==> src/rtl/cpu_pkg.sv <==
// Shared CPU definitions: fetch FSM states, instruction width and the
// opcode/funct encodings the decoder also uses.
package cpu_pkg;

    localparam int unsigned INST_W = 32;
    localparam int unsigned OPC_W  = 6;

    localparam logic [OPC_W-1:0] RTYPE   = 6'b000000;
    localparam logic [OPC_W-1:0] SYSCALL = 6'b001100;
    localparam logic [OPC_W-1:0] ADD     = 6'b100000;

    typedef enum logic [1:0] {
        FETCH  = 2'd0,
        HOLD   = 2'd1,
        HALTED = 2'd2
    } fetch_state_t;

    // Major opcode field of an instruction word.
    function automatic logic [OPC_W-1:0] opcode_of(input logic [INST_W-1:0] word);
        return word[31:26];
    endfunction

    // Minor funct field of an instruction word.
    function automatic logic [OPC_W-1:0] funct_of(input logic [INST_W-1:0] word);
        return word[5:0];
    endfunction

endpackage

==> src/rtl/fetch_perf_ctr.sv <==
// Fetch performance counters: accepted instructions and stall cycles.
// Both wrap at 2^32 and freeze once fetch has halted.
module fetch_perf_ctr
    import cpu_pkg::*;
(
    input  logic        clk,
    input  logic        rst_b,
    input  logic        hs_i,
    input  logic        stall_i,
    input  logic        halted_i,
    output logic [31:0] fetch_count_o,
    output logic [31:0] stall_count_o
);

    logic [31:0] fetch_count_q, fetch_count_d;
    logic [31:0] stall_count_q, stall_count_d;

    // Next-count logic; counters hold while halted.
    always_comb begin
        fetch_count_d = fetch_count_q;
        stall_count_d = stall_count_q;
        if (!halted_i) begin
            if (hs_i)    fetch_count_d = fetch_count_q + 32'd1;
            if (stall_i) stall_count_d = stall_count_q + 32'd1;
        end
    end

    // Counter registers.
    always_ff @(posedge clk or negedge rst_b) begin
        if (!rst_b) begin
            fetch_count_q <= '0;
            stall_count_q <= '0;
        end else begin
            fetch_count_q <= fetch_count_d;
            stall_count_q <= stall_count_d;
        end
    end

    assign fetch_count_o = fetch_count_q;
    assign stall_count_o = stall_count_q;

endmodule

==> src/rtl/instr_fetch.sv <==
// Instruction fetch stage: req/ack fetch from instruction memory into an
// instruction register, valid/ready delivery to decode, branch/jump
// redirect and permanent halt. Instruction width is cpu_pkg::INST_W.
// Optional macro FETCH_PERF_EN adds fetch_count/stall_count outputs.
module instr_fetch
    import cpu_pkg::*;
#(
    parameter int unsigned       ADDR_W   = 32,
    parameter logic [ADDR_W-1:0] RESET_PC = '0
) (
    input  logic              clk,
    input  logic              rst_b,
    output logic              mem_req,
    output logic [ADDR_W-1:0] mem_addr,
    input  logic              mem_ack,
    input  logic [INST_W-1:0] mem_rdata,
    output logic              inst_valid,
    input  logic              inst_ready,
    output logic [INST_W-1:0] inst,
    output logic [5:0]        opcode,
    output logic [5:0]        funct,
    output logic [ADDR_W-1:0] inst_pc,
    input  logic              redirect_valid,
    input  logic [ADDR_W-1:0] redirect_pc,
    input  logic              halt_req,
    output logic              halted,
    output logic              misalign_err
`ifdef FETCH_PERF_EN
    ,
    output logic [31:0]       fetch_count,
    output logic [31:0]       stall_count
`endif
);

    fetch_state_t      state_q, state_d;
    logic [ADDR_W-1:0] pc_q, pc_d;
    logic [INST_W-1:0] inst_q, inst_d;
    logic [ADDR_W-1:0] inst_pc_q, inst_pc_d;
    logic              mem_req_q, mem_req_d;
    logic              inst_valid_q, inst_valid_d;
    logic              halted_q, halted_d;
    logic              misalign_q, misalign_d;
    logic              hs_c;

    assign hs_c = inst_valid_q & inst_ready;

    // Next-state and next-output logic for the fetch FSM.
    always_comb begin
        state_d      = state_q;
        pc_d         = pc_q;
        inst_d       = inst_q;
        inst_pc_d    = inst_pc_q;
        mem_req_d    = mem_req_q;
        inst_valid_d = inst_valid_q;
        halted_d     = halted_q;
        misalign_d   = misalign_q;
        unique case (state_q)
            FETCH: begin
                // An ack only counts while a request is actually outstanding.
                if (mem_req_q && mem_ack) begin
                    inst_d       = mem_rdata;
                    inst_pc_d    = pc_q;
                    inst_valid_d = 1'b1;
                    mem_req_d    = 1'b0;
                    state_d      = HOLD;
                end else begin
                    mem_req_d = 1'b1;
                end
            end
            HOLD: begin
                mem_req_d = 1'b0;
                if (hs_c) begin
                    inst_valid_d = 1'b0;
                    if (halt_req) begin
                        state_d  = HALTED;
                        halted_d = 1'b1;
                    end else begin
                        // Request the next word straight away so the only
                        // bubble is the cycle inst_valid is low.
                        state_d   = FETCH;
                        mem_req_d = 1'b1;
                        if (redirect_valid) begin
                            pc_d = {redirect_pc[ADDR_W-1:2], 2'b00};
                            if (redirect_pc[1:0] != 2'b00) misalign_d = 1'b1;
                        end else begin
                            pc_d = pc_q + ADDR_W'(4);
                        end
                    end
                end
            end
            HALTED: begin
                mem_req_d    = 1'b0;
                inst_valid_d = 1'b0;
                halted_d     = 1'b1;
            end
            default: begin
                state_d   = FETCH;
                mem_req_d = 1'b0;
            end
        endcase
    end

    // State and output registers; reset abandons any outstanding request.
    always_ff @(posedge clk or negedge rst_b) begin
        if (!rst_b) begin
            state_q      <= FETCH;
            pc_q         <= RESET_PC;
            inst_q       <= '0;
            inst_pc_q    <= '0;
            mem_req_q    <= 1'b0;
            inst_valid_q <= 1'b0;
            halted_q     <= 1'b0;
            misalign_q   <= 1'b0;
        end else begin
            state_q      <= state_d;
            pc_q         <= pc_d;
            inst_q       <= inst_d;
            inst_pc_q    <= inst_pc_d;
            mem_req_q    <= mem_req_d;
            inst_valid_q <= inst_valid_d;
            halted_q     <= halted_d;
            misalign_q   <= misalign_d;
        end
    end

    assign mem_req      = mem_req_q;
    assign mem_addr     = pc_q;
    assign inst_valid   = inst_valid_q;
    assign inst         = inst_q;
    assign opcode       = opcode_of(inst_q);
    assign funct        = funct_of(inst_q);
    assign inst_pc      = inst_pc_q;
    assign halted       = halted_q;
    assign misalign_err = misalign_q;

`ifdef FETCH_PERF_EN
    // Stall: request waiting on memory, or instruction waiting on decode.
    logic stall_c;
    assign stall_c = (mem_req_q & ~mem_ack) | (inst_valid_q & ~inst_ready);

    fetch_perf_ctr u_perf (
        .clk           (clk),
        .rst_b         (rst_b),
        .hs_i          (hs_c),
        .stall_i       (stall_c),
        .halted_i      (halted_q),
        .fetch_count_o (fetch_count),
        .stall_count_o (stall_count)
    );
`endif

endmodule

==> config.mk <==
export PLATFORM = sky130hd
export DESIGN_NAME = instr_fetch
export DESIGN_NICKNAME = d
export VERILOG_FILES = /design/src/rtl/cpu_pkg.sv /design/src/rtl/fetch_perf_ctr.sv /design/src/rtl/instr_fetch.sv
export SDC_FILE = /design/constraint.sdc
export NUM_CORES = 1
export LEC_CHECK = 0
export CAP_MARGIN = 20
export CORE_MARGIN = 5
export CORE_UTILIZATION = 35
export DETAILED_ROUTE_END_ITERATION = 10
export PLACE_DENSITY = 0.63
export SLEW_MARGIN = 20
export SYNTH_ARGS = -nofsm -noshare
export SYNTH_HDL_FRONTEND = slang
export SYNTH_SLANG_ARGS = --single-unit
export TNS_END_PERCENT = 10
==> constraint.sdc <==
create_clock -name clk -period 3 [get_ports clk]
set_input_delay 0.3 -clock clk [delete_from_list [all_inputs] [get_ports clk]]
set_output_delay 0.3 -clock clk [all_outputs]
set_load 0.05 [all_outputs]
==> flow_summary.json, run 1 <==
{
  "synth_top_flop_cell": "dfrtp_1",
  "grt-ovfl-total": 0,
  "arrival_ps": 2540,
  "grt_pass1_vias": 4048,
  "grt_pass1_wl_um": 21860,
  "final_antenna_net_count": 0,
  "required_ps": 3230,
  "syn_avg_cell_area_um2": 11.10,
  "core_area_um2": 13190,
  "fin_total_pwr_mw": 8.725,
  "synth_simple_gate_area_frac": 0.1409,
  "clk_pin_slew_worst_paths_ps": 70,
  "ys_ff_latch": 98,
  "clk_latency_ps": 350,
  "cp-end-kind": "register",
  "path_max_fanout": 25,
  "syn-cell-area_um2": 4706,
  "num_antenna_cells": 0,
  "power.leakage_nw": 2.761,
  "place_hpwl_um": 10040,
  "drive_gt1_frac": 0.1610,
  "clock_skew_ps": 8.219,
  "via_count": 3921,
  "synth_top_family_by_area": "multiplexers",
  "start_kind": "register",
  "synth_edf_count": 0,
  "cts_made_buffers": 9,
  "cts_tree": "done",
  "pre_cts_slack_ps": 706.6,
  "antenna_found_initial": 0,
  "first_pass_iters": 4,
  "pin_count": 182,
  "max_freq_mhz": 432.3,
  "whs_ps": 12.10,
  "layout_setup_ws_ps": 686.7,
  "muxShareOfSynthArea": 0.1476,
  "post_synth_fa_ha_maj_area_fraction": 0.01064,
  "final_common_cell": "clkdlybuf4s50_1",
  "hold_buffers": 0,
  "powerDensity_nw_per_um2": 1270,
  "area_delta_synth_final_pct": 46.00,
  "cts-root-buf": "clkbuf_16",
  "setup_violations": 0,
  "rsz0062_at_grt": "no",
  "synth-async-reset-ratio": 1.000,
  "num_rows": 42,
  "r2r_setup_slack_ps": 690,
  "yosysSeqAreaShare": 0.5211,
  "yosysUniqueCellTypes": 61,
  "cts_sinks": 98,
  "wl_um": 13570,
  "dieArea_um2": 15860,
  "drc_errors": 0,
  "post_cts_resized": 0,
  "port_buffers": 177,
  "start_util": 0.3568,
  "tns_ps": 0,
  "path_class": "register to register",
  "die_width_um": 126.0,
  "cts_setup_buffers": 0,
  "die_y_um": 126.0,
  "mostFrequentLayoutCells": "clkdlybuf4s50_1, dfrtp_1, mux2_2",
  "min_path_type": "input pin to async pin",
  "grt_start_max_net_pins": 60,
  "finalCriticalPeriod_ps": 2313,
  "ir_drop_mv": 0.5505,
  "clockBufferDepth": 2,
  "synth_compound_area_frac": 0.1239,
  "ys_warn_count": 0,
  "slew_viol_final": 0,
  "synthCells": 424,
  "tightest_slew_ps": 809.7,
  "slew_headroom": 0.4602,
  "timing.final.crit_share": 0.7711,
  "status": "finished, final reports clean",
  "timing_hold_violations_final": 0,
  "final_nets": 654,
  "maxCapViolCount": 0,
  "drt_iter0_markers": 207,
  "htree_levels": 3,
  "wl_per_cell_um": 17.86,
  "final_util": 0.5209,
  "grt.total_usage": 0.1718,
  "gp_congestion": 0.7976,
  "viasPerCell": 5.159,
  "synth-xor-area-share": 0
}
[final cells by class]
cell class / count / area (µm²)
inverter: 8 / 30.03
fill: 1192 / 6320
tap: 176 / 220.2
multi-input combinational: 279 / 2018
timing repair buffer: 184 / 1829
sequential: 98 / 2452
clock buffer: 13 / 260.3
clock inverter: 2 / 60.06
[cell usage after synthesis, types with 8 or more instances]
cell type / count / area share
a21oi_1: 26 / 0.028
buf_4: 17 / 0.027
clkbuf_1: 22 / 0.018
dfrtp_1: 98 / 0.52
inv_1: 8 / 0.0064
mux2_2: 59 / 0.14
nand2_1: 28 / 0.022
nand3_1: 20 / 0.021
nand4_1: 8 / 0.011
nor2_1: 18 / 0.014
nor3_1: 11 / 0.012
o21ai_0: 24 / 0.026
[final timing paths]
check                                   startpoint                        to  depth (start not counted)
max                         state_q[1]$_DFFE_PN0P_  mem_addr[26]$_DFFE_PN0P_                          7
min                                          rst_b       inst[4]$_DFFE_PN0P_                          1
max in group asynchronous                    rst_b    inst_pc[3]$_DFFE_PN0P_                          2
max reg2reg                 state_q[1]$_DFFE_PN0P_  mem_addr[26]$_DFFE_PN0P_                          7
min reg2reg                inst_pc[11]$_DFFE_PN0P_   inst_pc[11]$_DFFE_PN0P_                          2
min in group clk           inst_pc[11]$_DFFE_PN0P_   inst_pc[11]$_DFFE_PN0P_                          2
[routing by layer]
layer / global-route usage / part of all wire / wire (µm) / vias up
li1: - / - / - / 1845
met2: 0.2732 / 0.48 / 6465 / 145
met4: 0.07129 / 0.017 / 225 / 0
met1: 0.2197 / 0.44 / 5908 / 1918
met3: 0.05038 / 0.072 / 972 / 13
met5: 0 / 0 / 0 / -
[metrics by stage]
step | cells | instance area [µm²]
2_1_floorplan | 427 | 4717
3_3_place_gp | 745 | 6550
3_5_place_dp | 745 | 6550
4_1_cts | 760 | 6870
5_1_grt | 760 | 6870
6_report | 760 | 6870
[logic make-up after synthesis]
group / after synthesis
buf+inv: 50
flops: 98
simple gates: 117
mux: 62
other cells: 1
fa+ha+maj: 4
compound gates: 92
[critical path: stages, from the launching register on]
cell and delay [ps]:
dfrtp_1 400, inv_1 100, ha_1 260, inv_1 90
or3_1 720, or3_1 460, o21ai_0 90, nor3_1 70
[power by group]
part | internal, mW | total, mW | leakage, nW | switching [mW]
clock network | 0.773 | 1.25 | 0.156 | 0.482
registers | 1.92 | 2.47 | 1.17 | 0.547
logic | 1.77 | 5.00 | 1.44 | 3.23
[flip-flops by register name, summed over array words and instances, names as in the netlist]
register	cells
inst_valid	1
state_q	2
mem_addr	30
inst_pc	30
halted	1
mem_req	1
inst	32
misalign_err	1
No activity file was read; power rests on OpenSTA's default activity.
==> run 2, diff against run 1 <==
==> constraint.sdc (replaced) <==
create_clock -name clk -period 2.2 [get_ports clk]
set_input_delay 0.22 -clock clk [delete_from_list [all_inputs] [get_ports clk]]
set_output_delay 0.22 -clock clk [all_outputs]
set_load 0.05 [all_outputs]
==> run 2 against run 1 <==
  * Utilization increased by 0.89 points
  * Design area increased by 1.7%
  * Sequential power increased by 30%
  * Clock skew decreased by 0.72 ps
  * Setup slack got worse by 510 ps
  * Total power increased by 36%
==> flow_summary.json, run 2 (synthesis gave the netlist of run 1 again) <==
{
  "status": "finished, final reports clean",
  "required_ps": 2420,
  "pin_count": 182,
  "num-fill-cells": 1186,
  "drc_errors": 0,
  "min-delay-start": "redirect_valid",
  "start_util": 0.3568,
  "grt.total_usage": 0.1750,
  "max_freq_mhz": 493.3,
  "post_cts_resized": 0,
  "setup_violations": 0,
  "num_rows": 42,
  "gp_congestion": 0.8326,
  "tns_ps": 0,
  "path_class": "register to register",
  "viasPerCell": 5.131,
  "largest_register_ffs": 32,
  "grt-ovfl-total": 0,
  "die_width_um": 126.0,
  "first_pass_iters": 4,
  "reg2reg_from": "state_q[1]$_DFFE_PN0P_",
  "cp-end-kind": "register",
  "rsz0062_at_grt": "no",
  "min_path_cells": 3,
  "cts_made_buffers": 9,
  "clock_skew_ps": 7.504,
  "final_nets": 674,
  "r2r_end": "mem_addr[5]$_DFFE_PN0P_",
  "place_hpwl_um": 10550,
  "tightest_slew_ps": 570.3,
  "drive_gt1_frac": 0.1844,
  "path_max_fanout": 19,
  "mostFrequentLayoutCells": "clkdlybuf4s50_1, dfrtp_1, mux2_2",
  "antenna_found_initial": 1,
  "wl_per_cell_um": 17.78,
  "die_y_um": 126.0,
  "ir_drop_mv": 0.8082,
  "arrival_ps": 2240,
  "final_util": 0.5298,
  "cts_sinks": 98,
  "power.leakage_nw": 2.843,
  "min_path_type": "input pin to register",
  "maxCapViolCount": 0,
  "port_buffers": 177,
  "final_common_cell": "clkdlybuf4s50_1",
  "slew_viol_final": 0,
  "grt_pass1_wl_um": 22300,
  "hold_end": "mem_addr[4]$_DFFE_PN0P_",
  "via_count": 3992,
  "finalNonFillerCells": 778,
  "clockBufferDepth": 2,
  "place_inst": 764,
  "final_antenna_net_count": 0,
  "timing_hold_violations_final": 0,
  "grt_start_max_net_pins": 99,
  "powerDensity_nw_per_um2": 1694,
  "grt_pass1_vias": 4076,
  "wl_um": 13830,
  "slew_headroom": 0.6186,
  "area_delta_synth_final_pct": 48.50,
  "r2r_setup_slack_ps": 170,
  "clk_latency_ps": 340,
  "num_antenna_cells": 0,
  "clk_pin_slew_worst_paths_ps": 60,
  "dieArea_um2": 15860,
  "whs_ps": 326.0,
  "r2r_cells": 8,
  "timing.final.crit_share": 0.9214,
  "cts_tree": "done",
  "cts-root-buf": "clkbuf_16",
  "finalCriticalPeriod_ps": 2027,
  "drt_iter0_markers": 209,
  "start_kind": "register",
  "core_area_um2": 13190,
  "htree_levels": 3
}
run 2: worst max-delay path, cell delays in order (launching register included):
cell	delay, ps
dfrtp_1	390
inv_1	110
ha_1	270
inv_1	90
or3_1	500
buf_4	250
a21o_1	160
nand2_1	50
o21ai_0	70
run 2: routing by layer:
metal	up-vias	routed length [µm]	global-route usage	part of all wire
li1	1891	-	-	-
met1	1918	5840	0.2222	0.42
met2	165	6672	0.2861	0.48
met3	16	1078	0.05080	0.078
met4	2	223	0.06120	0.016
met5	-	16	0	0.0012
run 2: through the flow:
stage / setup slack [ps] / total power [mW] / area (µm²)
finish: 173.0 / 11.84 / 6988
global route: 25.80 / 12.40 / 6988
CTS: 187.2 / 11.99 / 6988
detailed placement: 196.7 / 10.52 / 6718
global placement: 293.1 / 10.42 / 6718
floorplan: 94.14 / 7.945 / 4717
run 2: repair_timing:
action / in CTS / in global routing
hold endpoints to repair: 98 / 0
buffers inserted: 0 / 0
hold buffers: 1 / 0
run 2: report_power, final:
group	leakage, nW	switching, mW	internal, mW
logic	1.55	4.61	2.59
registers	1.17	0.594	2.62
clock network	0.128	0.609	0.810
total	2.84	5.82	6.02
run 2: cell type report:
cell class,instances,area (µm²),area share
multi-input combinational,279,2018,0.2888
inverter,8,30.03,0.004297
sequential,98,2452,0.3509
timing repair buffer,204,2007,0.2872
tap,176,220.2,0.03151
clock buffer,13,260.3,0.03724
run 2: worst max-delay path by stage:
stage	slack, ps	to	from	cells past startpoint
finish	170	mem_addr[5]$_DFFE_PN0P_	state_q[1]$_DFFE_PN0P_	8
global route	30	mem_addr[4]$_DFFE_PN0P_	state_q[1]$_DFFE_PN0P_	7
CTS	190	mem_addr[5]$_DFFE_PN0P_	state_q[1]$_DFFE_PN0P_	8
detailed placement	200	mem_addr[5]$_DFFE_PN0P_	state_q[1]$_DFFE_PN0P_	8
global placement	290	mem_addr[5]$_DFFE_PN0P_	state_q[1]$_DFFE_PN0P_	8
floorplan	90	mem_addr[31]$_DFFE_PN0P_	mem_addr[4]$_DFFE_PN0P_	6
==> run 3, diff against run 2 <==
--- a/config.mk
+++ b/config.mk
@@ -7,9 +7,9 @@
 export LEC_CHECK = 0
 export CAP_MARGIN = 20
 export CORE_MARGIN = 5
-export CORE_UTILIZATION = 35
+export CORE_UTILIZATION = 44
 export DETAILED_ROUTE_END_ITERATION = 10
-export PLACE_DENSITY = 0.63
+export PLACE_DENSITY = 0.77
 export SLEW_MARGIN = 20
 export SYNTH_ARGS = -nofsm -noshare
 export SYNTH_HDL_FRONTEND = slang
==> run 3 against run 2 <==
  * Largest cell class unchanged
  * Clock skew up 2.6 ps
  * Die area down 19%
  * Fmax up 1.4%
  * Sequential share of layout area up 0.65 points
  * Setup slack better by 28 ps
  * Critical path type is now register to output pin
  * Non-clock buffer count down 7
  * Wire length down 3.2%
  * First-iteration DRC count up 120%
  * Clock power about the same
==> flow_summary.json, run 3 (synthesis gave the netlist of run 1 again) <==
{
  "status": "finished, final reports clean",
  "reg2reg_from": "mem_addr[21]$_DFFE_PN0P_",
  "power.leakage_nw": 2.797,
  "start_kind": "register",
  "cts-root-buf": "clkbuf_8",
  "final_antenna_net_count": 0,
  "num_rows": 37,
  "min_path_type": "input pin to async pin",
  "clk_pin_slew_worst_paths_ps": 100,
  "cts_made_buffers": 9,
  "finalCriticalPeriod_ps": 1999,
  "cp_slowest_cell": "clkdlybuf4s50_1",
  "start_util": 0.4538,
  "timing_hold_violations_final": 0,
  "powerDensity_nw_per_um2": 1713,
  "num_antenna_cells": 0,
  "fin_total_pwr_mw": 11.76,
  "rsz0062_at_grt": "no",
  "port_buffers": 177,
  "drt_iter0_markers": 469,
  "path_max_fanout": 7,
  "wl_um": 13380,
  "htree_levels": 3,
  "cts_tree": "done",
  "critPathTopFamily": "buffers and inverters",
  "ir_drop_mv": 1.016,
  "pin_count": 182,
  "arrival_ps": 1780,
  "cp-end-kind": "output pin",
  "core_area_um2": 10370,
  "whs_ps": 261.6,
  "grt_pass1_wl_um": 21580,
  "grt_pass1_vias": 4244,
  "via_count": 4126,
  "drc_errors": 0,
  "grt-ovfl-total": 0,
  "setup_violations": 0,
  "required_ps": 1980,
  "clock_skew_ps": 10.08,
  "place_hpwl_um": 9740,
  "clk_latency_ps": 360,
  "grt_start_max_net_pins": 66,
  "area_delta_synth_final_pct": 45.81,
  "wl_per_cell_um": 18.26,
  "tns_ps": 0,
  "mostFrequentLayoutCells": "clkdlybuf4s50_1, dfrtp_1, mux2_2",
  "viasPerCell": 5.629,
  "antenna_found_initial": 0,
  "path_cells": "clkdlybuf4s50_1",
  "timing.final.crit_share": 0.9085,
  "drive_gt1_frac": 0.1809,
  "post_cts_resized": 0,
  "critPathLaunch": "mem_addr[14]$_DFFE_PN0P_",
  "max_freq_mhz": 500.3,
  "final_common_cell": "clkdlybuf4s50_1",
  "crit_buf_inv": 1,
  "first_pass_iters": 6,
  "gp_congestion": 0.8368,
  "die_y_um": 113.4,
  "path_class": "register to output pin",
  "clockBufferDepth": 2,
  "dieArea_um2": 12860,
  "largest_register_ffs": 32,
  "die_width_um": 113.4,
  "critPathMaxStageDelay_ps": 880,
  "grt.total_usage": 0.2072,
  "slew_headroom": 0.6435,
  "slew_viol_final": 0,
  "final_nets": 667,
  "maxCapViolCount": 0,
  "cts_sinks": 98,
  "tightest_slew_ps": 533.1
}
## run 3: cell count changes in the layout (fill, tap and decap cells not counted)
cell,before,now
clkinv_2,0,1
bufinv_16,0,3
inv_6,0,2
buf_4,24,17
clkbuf_8,2,9
clkbuf_1,2,0
clkbuf_16,9,0
## run 3: what timing repair did
action,4_1_cts,5_1_grt
endpoints found under the setup margin,0,1
setup buffers,0,1
hold endpoints to repair,15,0
hold buffers,1,0
## run 3: power by group
group          internal (mW)  switching (mW)
clock network          0.756           0.635
registers               2.61           0.629
logic                   2.54            4.58
## run 3: path summary, 6_finish.rpt
check	slack (ps)	endpoint	cells past startpoint
worst max register to register	250	mem_addr[28]$_DFFE_PN0P_	5
worst min-delay path	260	mem_addr[8]$_DFFE_PN0P_	2
worst max-delay path	200	mem_addr[14]	1
worst min register to register	490	misalign_err$_DFFE_PN0P_	1
min in group clk	350	mem_addr[31]$_DFFE_PN0P_	4
max in group asynchronous	1220	inst[2]$_DFFE_PN0P_	3
## run 3: through the flow
stage / cells / worst slack [ps] / util / cell area (µm²)
after floorplan: 427 / 94.14 / - / 4717
after global placement: 716 / 378.1 / 0.6372 / 6608
after detailed placement: 716 / 244.0 / 0.6372 / 6608
after CTS: 732 / 185.6 / 0.6610 / 6854
after global routing: 733 / 42.02 / 0.6617 / 6862
final: 733 / 201.3 / 0.6617 / 6862
## run 3: metal layers
layer | GRT usage | vias to the layer above | part of all wire
li1 | - | 1881 | -
met1 | 0.2689 | 1999 | 0.40
met2 | 0.3464 | 218 | 0.49
met3 | 0.04828 | 28 | 0.086
met4 | 0.06250 | 0 | 0.019
met5 | 0 | - | 0
## run 3: layout make-up
cell class              instances  area (µm²)
inverters                       8       30.03
repair buffers                197        1954
well taps                     136       170.2
clock buffers                   9       123.9
clock inverters                 6       112.6
flip-flops and latches         98        2452
multi-input cells             279        2018
fillers                       812        3508
